**src/rtl/prog_mem_seq.sv**
```systemverilog
// Program memory with clear/load/fetch sequencer: DEPTH words of INSTR_W bits, 1-cycle fetch.
// Optional build macro PROG_MEM_PARITY_EN adds a stored even-parity bit, fetch_perr and inj_perr.
module prog_mem_seq #(
  parameter int                 INSTR_W   = 16,
  parameter int                 DEPTH     = 32,
  parameter int                 ADDR_W    = $clog2(DEPTH),
  parameter logic [INSTR_W-1:0] FILL_WORD = '0
) (
  input  logic               clk,
  input  logic               rst,
  input  logic               fetch_req,
  input  logic [ADDR_W-1:0]  fetch_addr,
  output logic               fetch_rdy,
  output logic               fetch_vld,
  output logic [INSTR_W-1:0] fetch_data,
  output logic               fetch_oor,
  input  logic               load_start,
  input  logic               load_vld,
  input  logic               load_last,
  input  logic [INSTR_W-1:0] load_data,
  output logic               load_rdy,
  output logic               load_done,
  output logic               busy
`ifdef PROG_MEM_PARITY_EN
  ,
  output logic               fetch_perr,
  input  logic               inj_perr
`endif
);

`ifdef PROG_MEM_PARITY_EN
  localparam int PAR_W = 1;
`else
  localparam int PAR_W = 0;
`endif
  localparam int                MEM_W     = INSTR_W + PAR_W;
  localparam logic [ADDR_W-1:0] LAST_ADDR = ADDR_W'(DEPTH - 1);
  localparam logic [31:0]       DEPTH_U   = DEPTH;

  typedef enum logic [1:0] {CLEAR, IDLE, LOAD} state_e;

  state_e               state_q, state_d;
  logic [ADDR_W-1:0]    ptr_q, ptr_d;
  logic                 fetch_vld_q, fetch_vld_d;
  logic                 fetch_oor_q, fetch_oor_d;
  logic [INSTR_W-1:0]   fetch_data_q, fetch_data_d;
  logic                 load_done_q, load_done_d;

  logic [MEM_W-1:0]     mem [DEPTH];
  logic                 mem_we;
  logic                 wr_from_load;
  logic [INSTR_W-1:0]   wr_data;
  logic [MEM_W-1:0]     wr_word;
  logic [ADDR_W-1:0]    rd_addr;
  logic [MEM_W-1:0]     rd_word;
  logic                 fetch_acc;
  logic                 fetch_in_range;

  // Sequencer: decides the write port, pointer and whether a fetch is accepted this cycle.
  // NOTE: every variable gets a default before the case so no path leaves one unassigned (no latches).
  always_comb begin
    state_d      = state_q;
    ptr_d        = ptr_q;
    mem_we       = 1'b0;
    wr_from_load = 1'b0;
    wr_data      = FILL_WORD;
    fetch_acc    = 1'b0;
    load_done_d  = 1'b0;
    unique case (state_q)
      CLEAR: begin
        mem_we = 1'b1;
        ptr_d  = ptr_q + ADDR_W'(1);
        if (ptr_q == LAST_ADDR) state_d = IDLE;
      end
      IDLE: begin
        if (load_start) begin
          ptr_d   = '0;
          state_d = LOAD;
        end else begin
          fetch_acc = fetch_req;
        end
      end
      LOAD: begin
        if (load_vld) begin
          mem_we       = 1'b1;
          wr_from_load = 1'b1;
          wr_data      = load_data;
          ptr_d        = ptr_q + ADDR_W'(1);
          if (load_last || ptr_q == LAST_ADDR) begin
            state_d     = IDLE;
            load_done_d = 1'b1;
          end
        end
      end
      default: state_d = CLEAR;
    endcase
  end

  // Fetch path: out-of-range addresses read a safe location and return FILL_WORD instead.
  always_comb begin
    fetch_in_range = 32'(fetch_addr) < DEPTH_U;
    rd_addr        = fetch_in_range ? fetch_addr : '0;
    rd_word        = mem[rd_addr];
    fetch_vld_d    = fetch_acc;
    fetch_oor_d    = fetch_acc && !fetch_in_range;
    fetch_data_d   = fetch_data_q;
    if (fetch_acc) fetch_data_d = fetch_in_range ? rd_word[INSTR_W-1:0] : FILL_WORD;
  end

`ifdef PROG_MEM_PARITY_EN
  logic fetch_perr_q, fetch_perr_d;

  // Stored bit makes the whole word XOR to 0; a nonzero XOR on read flags corruption.
  always_comb begin
    wr_word      = {(^wr_data) ^ (wr_from_load & inj_perr), wr_data};
    fetch_perr_d = fetch_acc && fetch_in_range && (^rd_word);
  end

  always_ff @(posedge clk) begin
    if (rst) fetch_perr_q <= 1'b0;
    else     fetch_perr_q <= fetch_perr_d;
  end

  assign fetch_perr = fetch_perr_q;
`else
  always_comb begin
    wr_word = wr_data;
  end
`endif

  // NOTE: sequential state uses non-blocking assignments so every flop samples pre-edge values.
  always_ff @(posedge clk) begin
    if (rst) begin
      state_q      <= CLEAR;
      ptr_q        <= '0;
      fetch_vld_q  <= 1'b0;
      fetch_oor_q  <= 1'b0;
      fetch_data_q <= FILL_WORD;
      load_done_q  <= 1'b0;
    end else begin
      state_q      <= state_d;
      ptr_q        <= ptr_d;
      fetch_vld_q  <= fetch_vld_d;
      fetch_oor_q  <= fetch_oor_d;
      fetch_data_q <= fetch_data_d;
      load_done_q  <= load_done_d;
    end
  end

  // NOTE: the array has no reset; the CLEAR sweep initialises it, which keeps it mappable to RAM.
  always_ff @(posedge clk) begin
    if (mem_we && !rst) mem[ptr_q] <= wr_word;
  end

  assign fetch_rdy  = (state_q == IDLE);
  assign load_rdy   = (state_q == LOAD);
  assign busy       = (state_q != IDLE);
  assign fetch_vld  = fetch_vld_q;
  assign fetch_oor  = fetch_oor_q;
  assign fetch_data = fetch_data_q;
  assign load_done  = load_done_q;

endmodule

```
**config.mk**
```make
export PLATFORM = sky130hd
export DESIGN_NAME = prog_mem_seq
export DESIGN_NICKNAME = d
export VERILOG_FILES = /design/src/rtl/prog_mem_seq.sv
export SDC_FILE = /design/constraint.sdc
export NUM_CORES = 1
export LEC_CHECK = 0
export CORE_MARGIN = 2
export CORE_UTILIZATION = 62
export DETAILED_ROUTE_END_ITERATION = 6
export PLACE_DENSITY_LB_ADDON = 0.1
export SYNTH_ARGS = -nofsm -noshare
export SYNTH_HDL_FRONTEND = slang
export SYNTH_SLANG_ARGS = --single-unit
```
**constraint.sdc**
```tcl
create_clock -name clk -period 3 [get_ports clk]
set_input_delay 0.6 -clock clk [delete_from_list [all_inputs] [get_ports clk]]
set_output_delay 0.6 -clock clk [all_outputs]
set_load 0.01 [all_outputs]
```
==> summary.md, run 1 <==
| Metric | Value |
|---|---|
| Outcome | `finished clean` |
| # DRC | `0` |
| CP Class | `register to primary output` |
| Core Box Area | `around 0.034 mm2` |
| PortBufs | `47` |
| Ys async rst share | `0%` |
| Chip height | `189 um` |
| I/O pin total | `49` |
| Htree depth | `2` |
| CTS Buf Count | `52` |
| Avg WL per Cell | `26.8 um` |
| Maximum VDD drop | `0.000549 V` |
| Worst-path clk slew | `around 60 ps` |
| Die area | `0.0357 mm2` |
| Fin crit share | `roughly 96%` |
| Final wirelength | `50300 um` |
| Commonest non-fill, non-tap cell in the layout | `edfxtp_1` |
| Nets | `1423` |
| Dominant synthesized flop cell | `edfxtp_1` |
| Initial core utilization | `63.1%` |
| CTS tree | `built` |
| Cell variety after synth | `38` |
| Post-Syn Area | `0.0212 mm2` |
| Initial antenna violation count | `2` |
| Share of layout cells above drive strength 1 | `16.4%` |
| Vias | `11857` |
| Resized cells post-CTS | `0` |
| Post-synthesis mux area share | `12.1%` |
| Total gr overflow | `0` |
| Max clock buf depth | `3` |
| Final hold violations | `0` |
| Commonest non-fill, non-tap cells in the layout | `edfxtp_1, mux2i_1, a22oi_1, buf_4, a21oi_1` |
| Slew of the pin with the lowest slew margin | `878 ps` |
| Period minus WS final | `2880 ps` |
| Final Max Slew Viols | `0` |
| Setup Fix Bufs, Post-CTS | `0` |
| First-pass GRT wire length | `74500 um` |
| Clock Skews | `around 22 ps` |
| Final Instance Area | `0.0250 mm2` |
| GP Congestion | `about 0.87` |
| Dpl ws | `-224 ps` |
| CP Capture Point | `busy` |
| Crit path launch type | `register` |
| Critical Path Sink Type | `primary output` |
| FILL cells | `about 2000` |
| FF-to-FF End | `mem[9][2]` |
| Worst reg2reg path depth | `5` |
| Type of the worst min-delay path | `register to register` |
| Critical Path RT | `2400 ps` |
| Sequential share of the synthesized area | `74.9%` |
| Post-DP Area | `0.0234 mm2` |
| Root buffer cell | `clkbuf_16` |
| Post-DP HPWL | `31600 um` |
| Reg-to-reg critical path startpoint | `state_q[1]` |
| Crit-path max FO | `26` |
| Yosys warns | `0` |
| Finished Layout Cells | `1879` |
| Post-route setup TNS | `0 ps` |
| Cell count after synthesis | `1226` |
| Num Clock Sinks | `537` |
| Area Overhead vs Synth | `17.8%` |
| Setup crit start | `state_q[1]` |
| Syn Nets | `1258` |
| Simple-gate share of the synthesized area | `2.93%` |
| Largest net degree at the start of global routing | `37` |
| Total of max-cap violations | `0` |
| N_diodes | `0` |
| Post-Synth XOR/XNOR Area | `less than 1%` |
| RSZ-0062 raised after global routing | `false` |
| Post-synth EDFFs | `512` |
| Slew headroom | `41.3%` |
| Routed vias/inst | `6.31` |
| FF+latch count, synth | `537` |
| Leakage | `9.36 nW` |
| Clock latency on the worst-skew pair | `570 ps` |
| Initial DRT Pass Iterations | `5` |
| Syn avg cell area | `between 15 and 20 um2` |
| Fin util | `between 70 and 80%` |
| FMAX | `347 MHz` |
| Die width | `about 190 um` |
| Crit path DAT | `2280 ps` |
| Hold Buf Count CTS | `0` |
| Largest family of logic cells by synthesized area | `multiplexers` |
| Post-synthesis adder-cell area fraction | `less than 1%` |
| Number of global-route vias before repair | `11597` |
| Initial DRC count | `1295` |
| Placed insts | `1785` |
| Routed Antenna Nets | `0` |
| Final-report setup violation count | `0` |
| R2r setup slk | `670 ps` |
| Complex-gate fraction of the synthesized area | `7.39%` |
| FP Rows | `67` |
| Setup slack after layout | `116 ps` |
| PD cells | `roughly 600 mW/mm2` |
| Total GRT Usage | `around 29%` |
power breakdown:
| part | internal (mW) | switching, mW |
|---|---|---|
| sequential | 8.14 | 0.0176 |
| clock | 3.50 | 2.59 |
| combinational | 0.297 | 0.401 |
| total | 11.9 | 3.01 |
flip-flops by register name, indices dropped and copies added (netlist names):
signal	flops
state_q	2
ptr_q	5
fetch_vld	1
load_done	1
fetch_data	16
mem	512
Yosys cell counts, drive strengths merged (2+ instances only):
master | number | area [um2]
edfxtp | 512 | 15400
mux2i | 257 | 2570
a22oi | 130 | 976
a21oi | 69 | 345
nor2 | 57 | 214
buf | 41 | 324
clkbuf | 37 | 143
dfxtp | 25 | 500
a211oi | 19 | 223
and3 | 17 | 106
or4 | 16 | 120
nand2 | 8 | 30.0
nor2b | 6 | 37.5
ha | 5 | 62.6
inv | 5 | 18.8
nand2b | 3 | 18.8
nand3b | 3 | 22.5
or3b | 2 | 17.5
xor2 | 2 | 17.5
area by class of cell:
cell class / count / area, um2 / area share, %
Tap cell: 448 / 561 / 2.24
Inverter: 5 / 18.8 / 0.0752
Clock buffer: 72 / 1440 / 5.76
Timing Repair Buffer: 189 / 2050 / 8.23
Clock inverter: 22 / 154 / 0.616
Multi-Input combinational cell: 606 / 4870 / 19.5
Sequential cell: 537 / 15900 / 63.6
cell families (layout without fill, tap and decap cells):
logic type / Yosys count / in the layout
compound gates: 221 / 221
xor+xnor: 2 / 2
fa+ha+maj: 5 / 5
buf+inv: 83 / 288
flops: 537 / 537
mux: 257 / 257
other cells: 1 / 1
simple gates: 120 / 120
worst min-delay path by stage:
stage	start	to	cells after the start	slack [ps]
floorplan	ptr_q[0]	ptr_q[0]	1	540
global placement	fetch_data[8]	fetch_data[8]	2	530
finish	fetch_data[6]	fetch_data[6]	2	550
global route	fetch_data[7]	fetch_data[7]	2	570
CTS	fetch_data[6]	fetch_data[6]	2	550
detailed placement	fetch_data[6]	fetch_data[6]	2	540
critical path, cell delays in order (launching register included):
cell and delay (ps):
dfxtp_1 760, and2b_1 350, inv_2 90, clkdlybuf4s50_1 530
per-layer routing:
metal	vias up	wire, um	track usage (%)
met1	6031	21700	44.1
met5	-	13	0
met4	2	834	6.40
met3	58	4080	4.21
met2	557	23700	44.5
li1	5209	-	-
metrics by stage:
step	power [mW]	hold WS [ps]
2_1_floorplan	8.70	535
3_3_place_gp	8.99	532
3_5_place_dp	9.00	541
4_1_cts	15.0	550
5_1_grt	15.3	569
6_report	14.9	547
Note: power is estimated with default switching activity, not from simulation.
==> inputs of run 2 (changes only) <==
RECOVER_POWER = 100   (was default)
==> run 2 against run 1 <==
Net effect:
- sequential share of layout area is 1.4 points higher
- combinational power is 2% lower
- global-route usage stayed put
- flip-flop and latch count stayed put
- clock power hardly changed
- largest power group unchanged
- wire length is 0.16% higher
- critical path depth is 4 higher
- die area stayed put
- highest routed layer unchanged
- critical path type is now primary input to register
==> summary.md, run 2 (same netlist as run 1, synthesis figures left out) <==
| Metric | Value |
|---|---|
| Clock power frac | `40.8%` |
| Slew headroom | `9.23%` |
| First-pass GRT wire length | `74500 um` |
| Clock Skews | `23.1 ps` |
| CTS Buf Count | `52` |
| Fin crit share | `97.7%` |
| Crit path launch type | `primary input` |
| Chip height | `189 um` |
| Commonest non-fill, non-tap cells in the layout | `edfxtp_1, mux2i_1, a22oi_1, a21oi_1, buf_4` |
| Routed vias/inst | `6.31` |
| # DRC | `0` |
| Total GRT Usage | `28.8%` |
| N_diodes | `0` |
| Crit path DAT | `3330 ps` |
| Period minus WS final | `between 2000 and 3000 ps` |
| PortBufs | `47` |
| Cell-internal power | `11.9 mW` |
| CP Class | `primary input to register` |
| Largest register by flop count | `mem` |
| Largest net degree at the start of global routing | `37` |
| Number of global-route vias before repair | `approximately 12000` |
| Final Max Slew Viols | `0` |
| Total of max-cap violations | `0` |
| RSZ-0062 raised after global routing | `false` |
| Sequential share of power | `54.6%` |
| Initial DRT Pass Iterations | `5` |
| PD cells | `611 mW/mm2` |
| Hold_sp | `fetch_data[8]` |
| CTS tree | `built` |
| Crit-path max FO | `24` |
| Worst reg2reg path depth | `5` |
| Switching share of power | `between 20% and 30%` |
| Vias | `between 10000 and 15000` |
| Reg-to-reg critical path startpoint | `state_q[1]` |
| GP Congestion | `0.867` |
| Type of the worst min-delay path | `register to register` |
| Final-report setup violation count | `0` |
| Initial DRC count | `1308` |
| Initial core utilization | `63.1%` |
| Avg WL per Cell | `26.8 um` |
| Die width | `189 um` |
| I/O pin total | `49` |
| Nets | `1423` |
| Final wirelength | `50400 um` |
| Routed Antenna Nets | `0` |
| Core Box Area | `0.0336 mm2` |
| Htree depth | `2` |
| FMAX | `approximately 340 MHz` |
| Dpl ws | `-224 ps` |
| Setup slack after layout | `68.5 ps` |
| Finished Layout Cells | `1879` |
| Resized cells post-CTS | `0` |
| Share of layout cells above drive strength 1 | `14.9%` |
| Slew of the pin with the lowest slew margin | `around 1400 ps` |
| Root buffer cell | `clkbuf_16` |
| Total gr overflow | `0` |
| Area Overhead vs Synth | `15.3%` |
| Combinational share of power | `~4.6%` |
| Max FFs per register | `~510` |
| Final hold violations | `0` |
| Post-DP HPWL | `around 32000 um` |
| R2r setup slk | `between 200 and 250 ps` |
| Outcome | `finished clean` |
| Critical Path RT | `3400 ps` |
| Critical Path Sink Type | `register` |
| Initial antenna violation count | `3` |
| Sw power | `3.00 mW` |
| Setup Fix Bufs, Post-CTS | `0` |
| FF-to-FF End | `mem[0][1]` |
| Clock latency on the worst-skew pair | `between 500 and 600 ps` |
| Leakage | `between 9 and 10 nW` |
| Die area | `0.0357 mm2` |
| Setup crit start | `fetch_addr[1]` |
| FP Rows | `67` |
| Hold Buf Count CTS | `0` |
| Placed insts | `1785` |
| Worst hold slack | `533 ps` |
| Num Clock Sinks | `537` |
| Max clock buf depth | `3` |
| CP Capture Point | `fetch_data[3]` |
| Worst-path clk slew | `60 ps` |
| Commonest non-fill, non-tap cell in the layout | `edfxtp_1` |
| Maximum VDD drop | `0.000548 V` |
## run 2: cell types whose count changed in the layout (fill, tap and decap cells not counted), sizes merged
cell,previous run,this run
buf,143,83
dlymetal6s4s,0,1
inv,5,4
clkbuf,72,131
clkdlybuf4s50,46,23
dlygate4sd3,0,23
clkinv,18,19
## run 2: final cells by class
class	instances	area (um2)
Multi-Input combinational cell	606	4860
Clock buffer	72	1440
Timing Repair Buffer	189	1540
Inverter	5	18.8
Clock inverter	22	154
Tap cell	448	561
Fill cell	2102	9170
Sequential cell	537	15900
## run 2: how the worst min path moves through the flow
stage	to	cells after the start
floorplan	ptr_q[0]	1
global placement	fetch_data[8]	2
detailed placement	fetch_data[6]	2
CTS	fetch_data[6]	2
global route	fetch_data[8]	2
finish	fetch_data[8]	2
## run 2: worst max-delay path, cell delays in order
cell	delay, ps
dlygate4sd3_1	640
nor2_4	730
clkbuf_2	350
a22oi_1	130
a21oi_1	530
or4_1	250
a211oi_2	80
## run 2: per-layer routing
metal | part of all wire, % | global-route usage [%] | vias to the layer above
met3 | 8.6 | 4.21 | 55
met4 | 1.6 | 6.40 | 2
li1 | - | - | 5217
met2 | 47 | 44.5 | 572
met1 | 43 | 44.1 | 6007
met5 | 0.026 | 0 | -
## run 2: power groups by stage
stage	logic (mW)	clock network, mW	registers, mW
final	0.682	6.09	8.15
after CTS	0.695	6.15	8.15
after global routing	0.717	6.45	8.15
after floorplan	0.397	0	8.31
after detailed placement	0.694	0	8.31
after global placement	0.683	0	8.31
## run 2: metrics by stage
step	TNS [ps]	cell area, um2	util (%)	total power [mW]
final	0	24400	72.7	14.9
after global routing	0	24400	72.7	15.3
after floorplan	0	21200	-	8.70
after global placement	-827	23400	69.6	8.99
after detailed placement	-1480	23400	69.6	9.00
after CTS	0	25000	74.3	15.0
==> inputs of run 3 (changes only) <==
--- a/config.mk
+++ b/config.mk
@@ -10,2 +10,3 @@
 export DETAILED_ROUTE_END_ITERATION = 6
+export MAX_ROUTING_LAYER = met4
 export PLACE_DENSITY_LB_ADDON = 0.1
--- a/constraint.sdc
+++ b/constraint.sdc
@@ -3,2 +3,2 @@
 set_output_delay 0.6 -clock clk [all_outputs]
-set_load 0.01 [all_outputs]
+set_load 0.005 [all_outputs]
==> run 3 against run 2 <==
Net effect:
- sequential power about the same
- sequential share of layout area is the same
- critical path depth shrank 5
- worst hold slack better by 1.1 ps
- total power is 0.10% higher
- combinational power is essentially flat
- register-to-register slack better by 60 ps
- die area unchanged
- wire length is 0.27% higher
- flip-flop and latch count did not move
- core utilization unchanged
- clock skew about the same
==> summary.md, run 3 (same netlist as run 1, synthesis figures left out) <==
| Metric | Value |
|---|---|
| Outcome | `finished clean` |
| Routed vias/inst | `6.34` |
| Cells on Worst Hold Path | `2` |
| Resized cells post-CTS | `0` |
| Largest net degree at the start of global routing | `37` |
| Type of the worst min-delay path | `register to register` |
| Cell-internal power | `11.9 mW` |
| Initial core utilization | `between 60% and 70%` |
| CTS tree | `built` |
| Sequential share of power | `54.6%` |
| CTS Buf Count | `52` |
| Final wirelength | `roughly 51000 um` |
| Routed Antenna Nets | `0` |
| Chip height | `roughly 190 um` |
| Post-DP HPWL | `31600 um` |
| Nets | `1423` |
| Total GRT Usage | `between 20 and 30%` |
| GP Congestion | `0.881` |
| I/O pin total | `about 50` |
| Setup Fix Bufs, Post-CTS | `0` |
| Share of layout cells above drive strength 1 | `14.9%` |
| RSZ-0062 raised after global routing | `false` |
| Total gr overflow | `0` |
| Final Max Slew Viols | `0` |
| CP Class | `register to primary output` |
| Die width | `189 um` |
| Switching share of power | `20.2%` |
| Slew headroom | `9.25%` |
| Leakage | `slightly above 9 nW` |
| Commonest non-fill, non-tap cell in the layout | `edfxtp_1` |
| Maximum VDD drop | `0.000554 V` |
| Vias | `11917` |
| Post-route setup TNS | `0 ps` |
| Avg WL per Cell | `26.9 um` |
| Fin crit share | `95.9%` |
| Root buffer cell | `clkbuf_16` |
| Sw power | `3.02 mW` |
| Worst reg2reg path depth | `5` |
| Critical Path Sink Type | `primary output` |
| Slew of the pin with the lowest slew margin | `1360 ps` |
| Critical Path RT | `2400 ps` |
| FMAX | `348 MHz` |
| Clock latency on the worst-skew pair | `between 500 and 600 ps` |
| Clock power frac | `40.9%` |
| Final-report setup violation count | `0` |
| Area Overhead vs Synth | `15.3%` |
| Crit-path max FO | `26` |
| Largest register by flop count | `mem` |
| Num Clock Sinks | `537` |
| Worst-path clk slew | `roughly 60 ps` |
| Max clock buf depth | `3` |
| Initial DRT Pass Iterations | `5` |
| Number of global-route vias before repair | `roughly 12000` |
| PortBufs | `47` |
| Htree depth | `2` |
| Crit path DAT | `2280 ps` |
| Crit path launch type | `register` |
| Die area | `0.0357 mm2` |
| PD cells | `611 mW/mm2` |
| Total of max-cap violations | `0` |
| Combinational share of power | `about 4.6%` |
| First-pass GRT wire length | `74600 um` |
| N_diodes | `0` |
| Final hold violations | `0` |
| # DRC | `0` |
| Core Box Area | `0.0336 mm2` |
| FP Rows | `67` |
| Initial antenna violation count | `2` |
| Clock Skews | `about 23 ps` |
| Commonest non-fill, non-tap cells in the layout | `edfxtp_1, mux2i_1, a22oi_1, a21oi_1, buf_4` |
| Max FFs per register | `512` |
| FILL cells | `2102` |
| Period minus WS final | `2880 ps` |
| Pwr Total | `14.9 mW` |
| Hold Buf Count CTS | `0` |
| Initial DRC count | `1485` |
[run 3: cell types whose count changed in the layout (fill, tap and decap cells not counted)]
cell            previous run  this run
dlymetal6s2s_1             0         1
dlymetal6s4s_1             1         0
[run 3: path summary, 6_finish.rpt]
check             endpoint  slack (ps)           from
max              fetch_rdy         120     state_q[1]
min          fetch_data[8]         530  fetch_data[8]
max reg2reg     mem[31][8]         280     state_q[1]
min reg2reg  fetch_data[8]         530  fetch_data[8]
[run 3: area by class of cell]
cell class | count | area [um2] | area share [%]
sequential | 537 | 15900 | 64.9
multi-input combinational | 606 | 4860 | 19.9
timing repair buffer | 189 | 1540 | 6.30
clock buffer | 72 | 1440 | 5.88
tap | 448 | 561 | 2.29
clock inverter | 22 | 154 | 0.630
inverter | 5 | 18.8 | 0.0768
[run 3: power by group through the flow]
| stage | Sequential (mW) | Clock, mW | Combinational [mW] |
|---|---|---|---|
| floorplan | 8.31 | 0 | 0.397 |
| global placement | 8.31 | 0 | 0.682 |
| detailed placement | 8.31 | 0 | 0.693 |
| CTS | 8.15 | 6.15 | 0.695 |
| global route | 8.15 | 6.45 | 0.717 |
| finish | 8.15 | 6.10 | 0.681 |
[run 3: critical path, stage by stage, from the launching register on]
cell           delay [ps]
dfxtp_1               760
and2b_1               340
dlygate4sd3_1         610
[run 3: layer usage]
metal,vias to the layer above,wire (um),track usage [%]
met5,-,0,-
met4,0,748,5.80
met3,67,4410,4.08
met2,591,23700,44.6
met1,6050,21700,44.5
li1,5209,-,-
[run 3: metrics by stage]
step | hold slack [ps] | setup WS (ps) | utilization [%] | instances | instance area [um2]
finish | 534 | 124 | 72.7 | 1879 | 24400
global route | 541 | 38.9 | 72.7 | 1879 | 24400
CTS | 550 | 174 | 74.3 | 1879 | 25000
detailed placement | 541 | -224 | 69.6 | 1785 | 23400
global placement | 532 | -185 | 69.6 | 1785 | 23400
floorplan | 524 | 571 | - | 1226 | 21200
